===== config.mk =====
export PLATFORM = sky130hd
export DESIGN_NAME = switch_input
export DESIGN_NICKNAME = d
export VERILOG_FILES = /design/src/rtl/switch_input_pkg.sv /design/src/rtl/switch_input_debounce.sv /design/src/rtl/switch_input.sv
export SDC_FILE = /design/constraint.sdc
export NUM_CORES = 1
export LEC_CHECK = 0
export ABC_AREA = 1
export ABC_CLOCK_PERIOD_IN_PS = 1300
export BUFFER_PORTS_ARGS = -buffer_cell sky130_fd_sc_hd__buf_2
export CAP_MARGIN = 40
export CORE_ASPECT_RATIO = 2
export CORE_MARGIN = 4
export CORE_UTILIZATION = 48
export CTS_CLUSTER_DIAMETER = 30
export DETAILED_ROUTE_END_ITERATION = 10
export PLACE_DENSITY = 0.77
export SYNTH_ARGS = -nofsm -noshare
export SYNTH_HDL_FRONTEND = slang
export SYNTH_SLANG_ARGS = --single-unit

===== constraint.sdc =====
create_clock -name clock -period 1.3 [get_ports clock]
set_input_delay 0.26 -clock clock [delete_from_list [all_inputs] [get_ports clock]]
set_output_delay 0.26 -clock clock [all_outputs]
set_load 0.005 [all_outputs]

===== src/rtl/switch_input_pkg.sv =====
// Shared definitions for the switch input block: FSM encoding, switch layout
// and the default debounce length (10 ms at 50 MHz).
package switch_input_pkg;

  localparam int SW_W                 = 18;
  localparam int VAL_W                = 17;
  localparam int COMMIT_BIT           = 17;
  localparam int DEBOUNCE_CYCLES_DEF  = 500000;

  // IDLE encodes as zero so a cleared state register is IDLE.
  typedef enum logic [2:0] {
    IDLE         = 3'd0,
    WAIT_CLEAR   = 3'd1,
    ARMED        = 3'd2,
    WAIT_RELEASE = 3'd3,
    DONE         = 3'd4
  } state_e;

endpackage


===== src/rtl/switch_input_debounce.sv =====
// Level debouncer: the output follows the input only after the input has
// differed from the output for CYCLES consecutive clocks. Any return to the
// current output level restarts the count. Reusable for KEY inputs.
module debounce
  import switch_input_pkg::*;
#(
  parameter int CYCLES = DEBOUNCE_CYCLES_DEF
) (
  input  logic clock,
  input  logic reset,
  input  logic in,
  output logic out
);

  localparam int               CNT_W    = $clog2(CYCLES + 1);
  localparam logic [CNT_W-1:0] CNT_LAST = CNT_W'(CYCLES - 1);

  logic [CNT_W-1:0] cnt_q, cnt_d;
  logic             out_q, out_d;

  // Count consecutive disagreeing cycles; flip the output on the last one.
  // The count stops at CNT_LAST, so it can never wrap.
  always_comb begin
    cnt_d = cnt_q;
    out_d = out_q;
    if (in == out_q) begin
      cnt_d = '0;
    end else if (cnt_q >= CNT_LAST) begin
      out_d = in;
      cnt_d = '0;
    end else begin
      cnt_d = cnt_q + CNT_W'(1);
    end
  end

  // State registers with synchronous clear.
  always_ff @(posedge clock) begin
    if (reset) begin
      cnt_q <= '0;
      out_q <= 1'b0;
    end else begin
      cnt_q <= cnt_d;
      out_q <= out_d;
    end
  end

  assign out = out_q;

endmodule


===== src/rtl/switch_input.sv =====
// Switch input block: synchronizes the board switches, debounces the commit
// switch and hands a committed 17-bit value to the processor through a
// req / valid handshake. A live synchronized copy drives the display path.
module switch_input
  import switch_input_pkg::*;
#(
  parameter int WORD_WIDTH      = 32,
  parameter int DEBOUNCE_CYCLES = DEBOUNCE_CYCLES_DEF
) (
  input  logic                  clock,
  input  logic                  reset,
  input  logic [SW_W-1:0]       SW,
  input  logic                  req,
  output logic [WORD_WIDTH-1:0] data,
  output logic                  valid,
  output logic                  busy,
  output logic [VAL_W-1:0]      preview,
  output logic                  preview_nz
);

  logic [SW_W-1:0]       sw_s1_q, sw_s2_q;
  logic                  preview_nz_q;
  logic                  commit_db;
  state_e                state_q;
  logic [WORD_WIDTH-1:0] data_q;
  logic                  valid_q;
  logic                  busy_q;

  // Two-flop synchronizer for every switch bit. The non-zero flag is taken
  // from the first stage so it lines up with the second-stage preview.
  always_ff @(posedge clock) begin
    if (reset) begin
      sw_s1_q      <= '0;
      sw_s2_q      <= '0;
      preview_nz_q <= 1'b0;
    end else begin
      sw_s1_q      <= SW;
      sw_s2_q      <= sw_s1_q;
      preview_nz_q <= |sw_s1_q[VAL_W-1:0];
    end
  end

  debounce #(
    .CYCLES (DEBOUNCE_CYCLES)
  ) u_commit_db (
    .clock (clock),
    .reset (reset),
    .in    (sw_s2_q[COMMIT_BIT]),
    .out   (commit_db)
  );

  // Handshake FSM with registered data/valid/busy. A commit that is already
  // on when the request arrives must be released first (WAIT_CLEAR), so a
  // stale switch position is never taken as a fresh commit. Once a value is
  // captured the sequence always completes, even if req drops.
  always_ff @(posedge clock) begin
    if (reset) begin
      state_q <= IDLE;
      data_q  <= '0;
      valid_q <= 1'b0;
      busy_q  <= 1'b0;
    end else begin
      valid_q <= 1'b0;
      case (state_q)
        IDLE: begin
          if (req) begin
            state_q <= commit_db ? WAIT_CLEAR : ARMED;
            busy_q  <= 1'b1;
          end else begin
            busy_q  <= 1'b0;
          end
        end
        WAIT_CLEAR: begin
          if (!req) begin
            state_q <= IDLE;
            busy_q  <= 1'b0;
          end else if (!commit_db) begin
            state_q <= ARMED;
          end
        end
        ARMED: begin
          if (!req) begin
            state_q <= IDLE;
            busy_q  <= 1'b0;
          end else if (commit_db) begin
            data_q  <= WORD_WIDTH'(sw_s2_q[VAL_W-1:0]);
            state_q <= WAIT_RELEASE;
          end
        end
        WAIT_RELEASE: begin
          if (!commit_db) begin
            state_q <= DONE;
            valid_q <= 1'b1;
          end
        end
        DONE: begin
          state_q <= IDLE;
          busy_q  <= 1'b0;
        end
        default: begin
          state_q <= IDLE;
          busy_q  <= 1'b0;
        end
      endcase
    end
  end

  assign data       = data_q;
  assign valid      = valid_q;
  assign busy       = busy_q;
  assign preview    = sw_s2_q[VAL_W-1:0];
  assign preview_nz = preview_nz_q;

endmodule


==> flow_summary_export.csv <==
group,metric,value,unit
status,outcome,"complete, but fails checks",
status,failed_checks,"setup timing",
flow_run,cap_viol_max_count,0,
setup_path,end_kind,"register",
timing,finalSetupViolations,20,
synthesis,yosys.cell_types.count,24,
floorplan,core,6360,um2
layout,area_delta_synth_final,35.6,%
synthesis,netlist_area,3180,um2
synthesis,yosys.area.top_type,"dfxtp_1",
layout,final_nets,539,
timing,max-slew-margin-rel,0.628,
synthesis,yosysTopAreaCellShare,0.497,
timing,worst_pin_slew,0.557,ns
pwr,fin_total_pwr,5.27,mW
detailed_routing,drtIter0Drc,259,
pwr,powerDensity,1220,nW/um2
pwr,vdd_drop_max,730,uV
layout,drive_gt1_frac,0.341,
placement,place_area,3700,um2
timing,max_freq,0.706,GHz
floorplan,dieWidth,65.6,um
layout,stdcell_area,4320,um2
synthesis,avgSynthCellArea,7.45,um2
synthesis,synth_xor_area_frac,0.0358,
clocking,cts.hold.buffers_added,0,
clocking,cts.clk_slew.worst_paths,0.06,ns
synthesis,postSynthCellCount,427,
detailed_routing,viasPerCell,4.89,
clocking,cts.htree.levels,3,
synthesis,ys_seq_area_frac,0.497,
detailed_routing,route.detailed.drc,0,
clocking,clk_latency,0.33,ns
timing,layout_setup_ws,-0.117,ns
synthesis,ys_warn_count,0,
floorplan,die_y,123,um
clocking,root_buffer,"clkbuf_16",
detailed_routing,num_vias,2973,
clocking,cts_tree,"built",
setup_path,crit_required,1.53,ns
placement,place_hpwl,5340,um
global_route,grt_max_degree,59,
global_route,track_usage,0.197,
setup_path,worst_setup_path_start_kind,"register",
timing,fin_crit_sh,1.09,
synthesis,ys_top_cells_by_area,"dfxtp_1 (50%), nor2_1 (9.9%), inv_1 (8.1%)",
clocking,cts_made_buffers,9,
clocking,clkSinkCount,79,
layout,antennaDiodeCount,0,
timing,drv_slew,0,
floorplan,start_util,0.500,
worst_hold_path,hold_class,"in -> reg",
synthesis,synthAdderAreaFrac,0.00393,
floorplan,rows,41,
timing,hold_viol,0,
global_route,overflow,0,
setup_path,arrival,1.64,ns
pwr,power.leakage,1.88,nW
detailed_routing,final_antenna_net_count,0,
synthesis,synth_compound_area_frac,0.0503,
setup_path,critPathKind,"reg -> reg",
synthesis,synth_top_family_by_area,"simple AND/OR/NAND/NOR gates",
setup_path,cp_max_fo,4,
global_route,antenna_found_initial,0,
synthesis,synth_simple_gate_area_frac,0.276,
placement,place_congestion,0.868,
detailed_routing,dr.pass1.iters,5,
timing,grt_setup_unrepaired,"yes",
timing,finClkSkew,0.00268,ns
placement,portBuffers,57,
global_route,grt_pass1_wl,12200,um
layout,utilization,0.678,
layout,fillers,494,
detailed_routing,wl_per_cell,13.2,um
global_route,grt_pass1_vias,2845,
timing,post-route-min-period,1.42,ns
synthesis,synth-seq-cells,79,
layout,final_cell_count_no_fill,608,
floorplan,num_io_pins,73,
placement,place_inst,584,
synthesis,muxShareOfSynthArea,0,
clocking,cts_buffer_depth,2,
timing,tns,-2.08,ns
detailed_routing,drt_wl_total,8000,um
floorplan,die_area,8070,um2
Yosys cell counts:
master / n
nor2_4: 2
conb_1: 1
nand3_1: 35
clkbuf_1: 7
dfxtp_1: 79
xnor2_1: 3
buf_2: 3
nand3_2: 1
ha_1: 1
a21oi_1: 22
o21ai_0: 10
buf_6: 1
nand4_1: 5
nand2_1: 63
nor3_1: 7
nor2_1: 84
buf_4: 15
nor3_2: 1
nand2_4: 1
nor2_2: 4
inv_1: 69
nor4_1: 1
xor2_1: 10
buf_1: 2
flip-flops by register name, summed over array words and instances (netlist names):
register / cells
state_q: 3
u_commit_db.cnt_q: 19
valid: 1
busy: 1
preview_nz: 1
sw_s1_q: 18
sw_s2_q: 18
data: 17
u_commit_db.out: 1
logic make-up after synthesis:
group	after synthesis
AOI/OAI and AO/OA	32
and+or+nand+nor	204
xor gates and xnor gates	13
buffers and inverters	97
other	1
adders and majority gates	1
DFF	79
per-stage QoR:
stage / setup WS (ns) / hold WS (ns)
finish: -0.117 / 0.125
global route: -0.217 / 0.130
CTS: -0.0319 / 0.125
detailed placement: -0.0729 / 0.401
global placement: -0.0109 / 0.404
floorplan: 0.0270 / 0.367
power breakdown:
part	switching, mW	leakage [nW]	internal [mW]
registers	0.0402	0.655	2.48
logic	0.172	1.09	0.111
clock network	0.974	0.135	1.49
total	1.19	1.88	4.09
layer usage:
layer / vias up / wire [um] / track usage
li1: 1458 / - / -
met1: 1362 / 2780 / 0.200
met2: 115 / 4340 / 0.357
met3: 38 / 458 / 0.0473
met4: 0 / 422 / 0.112
met5: - / 0 / 0
critical path, cell delays in order (launching register included):
cell and delay [ns]:
dfxtp_4 0.37, inv_4 0.05, nor2_4 0.13, nand2_2 0.07
nor2_2 0.12, nand2_1 0.07, nor2_2 0.16, nor2_4 0.07
buf_6 0.14, nand2_8 0.08, nor2_1 0.04
worst paths after layout:
path | start | to | slack [ns] | cells past startpoint
max | u_commit_db.cnt_q[13] | u_commit_db.cnt_q[7] | -0.12 | 10
max reg2reg | u_commit_db.cnt_q[13] | u_commit_db.cnt_q[7] | -0.12 | 10
min | SW[15] | sw_s1_q[15] | 0.12 | 3
min reg2reg | sw_s1_q[17] | sw_s2_q[17] | 0.41 | 2
layout make-up:
type | count | area, um2 | area share
Sequential cell | 79 | 1610 | 0.374
Inverter | 69 | 262 | 0.0606
Clock inverter | 6 | 70.1 | 0.0162
Tap cell | 86 | 108 | 0.0249
Clock buffer | 10 | 229 | 0.0531
Timing Repair Buffer | 90 | 564 | 0.131
Multi-Input combinational cell | 268 | 1470 | 0.341
timing repair:
item | 4_1_cts | 5_1_grt
endpoints found under the setup margin | 23 | 39
setup buffers | 0 | 5
cloned | 1 | 2
gates resized for setup | 15 | 66
pin swaps | 2 | 16
placed cells by master (no fill, tap or decap), types with 15 or more instances in the layout:
cell and instances:
nand2_1 58, conb_1 15, buf_4 27, nor2_2 22, nor2_1 60, inv_1 65, buf_2 57, dfxtp_1 62
a21oi_1 20, nand3_1 31
Power figures use the tool's default switching activity.
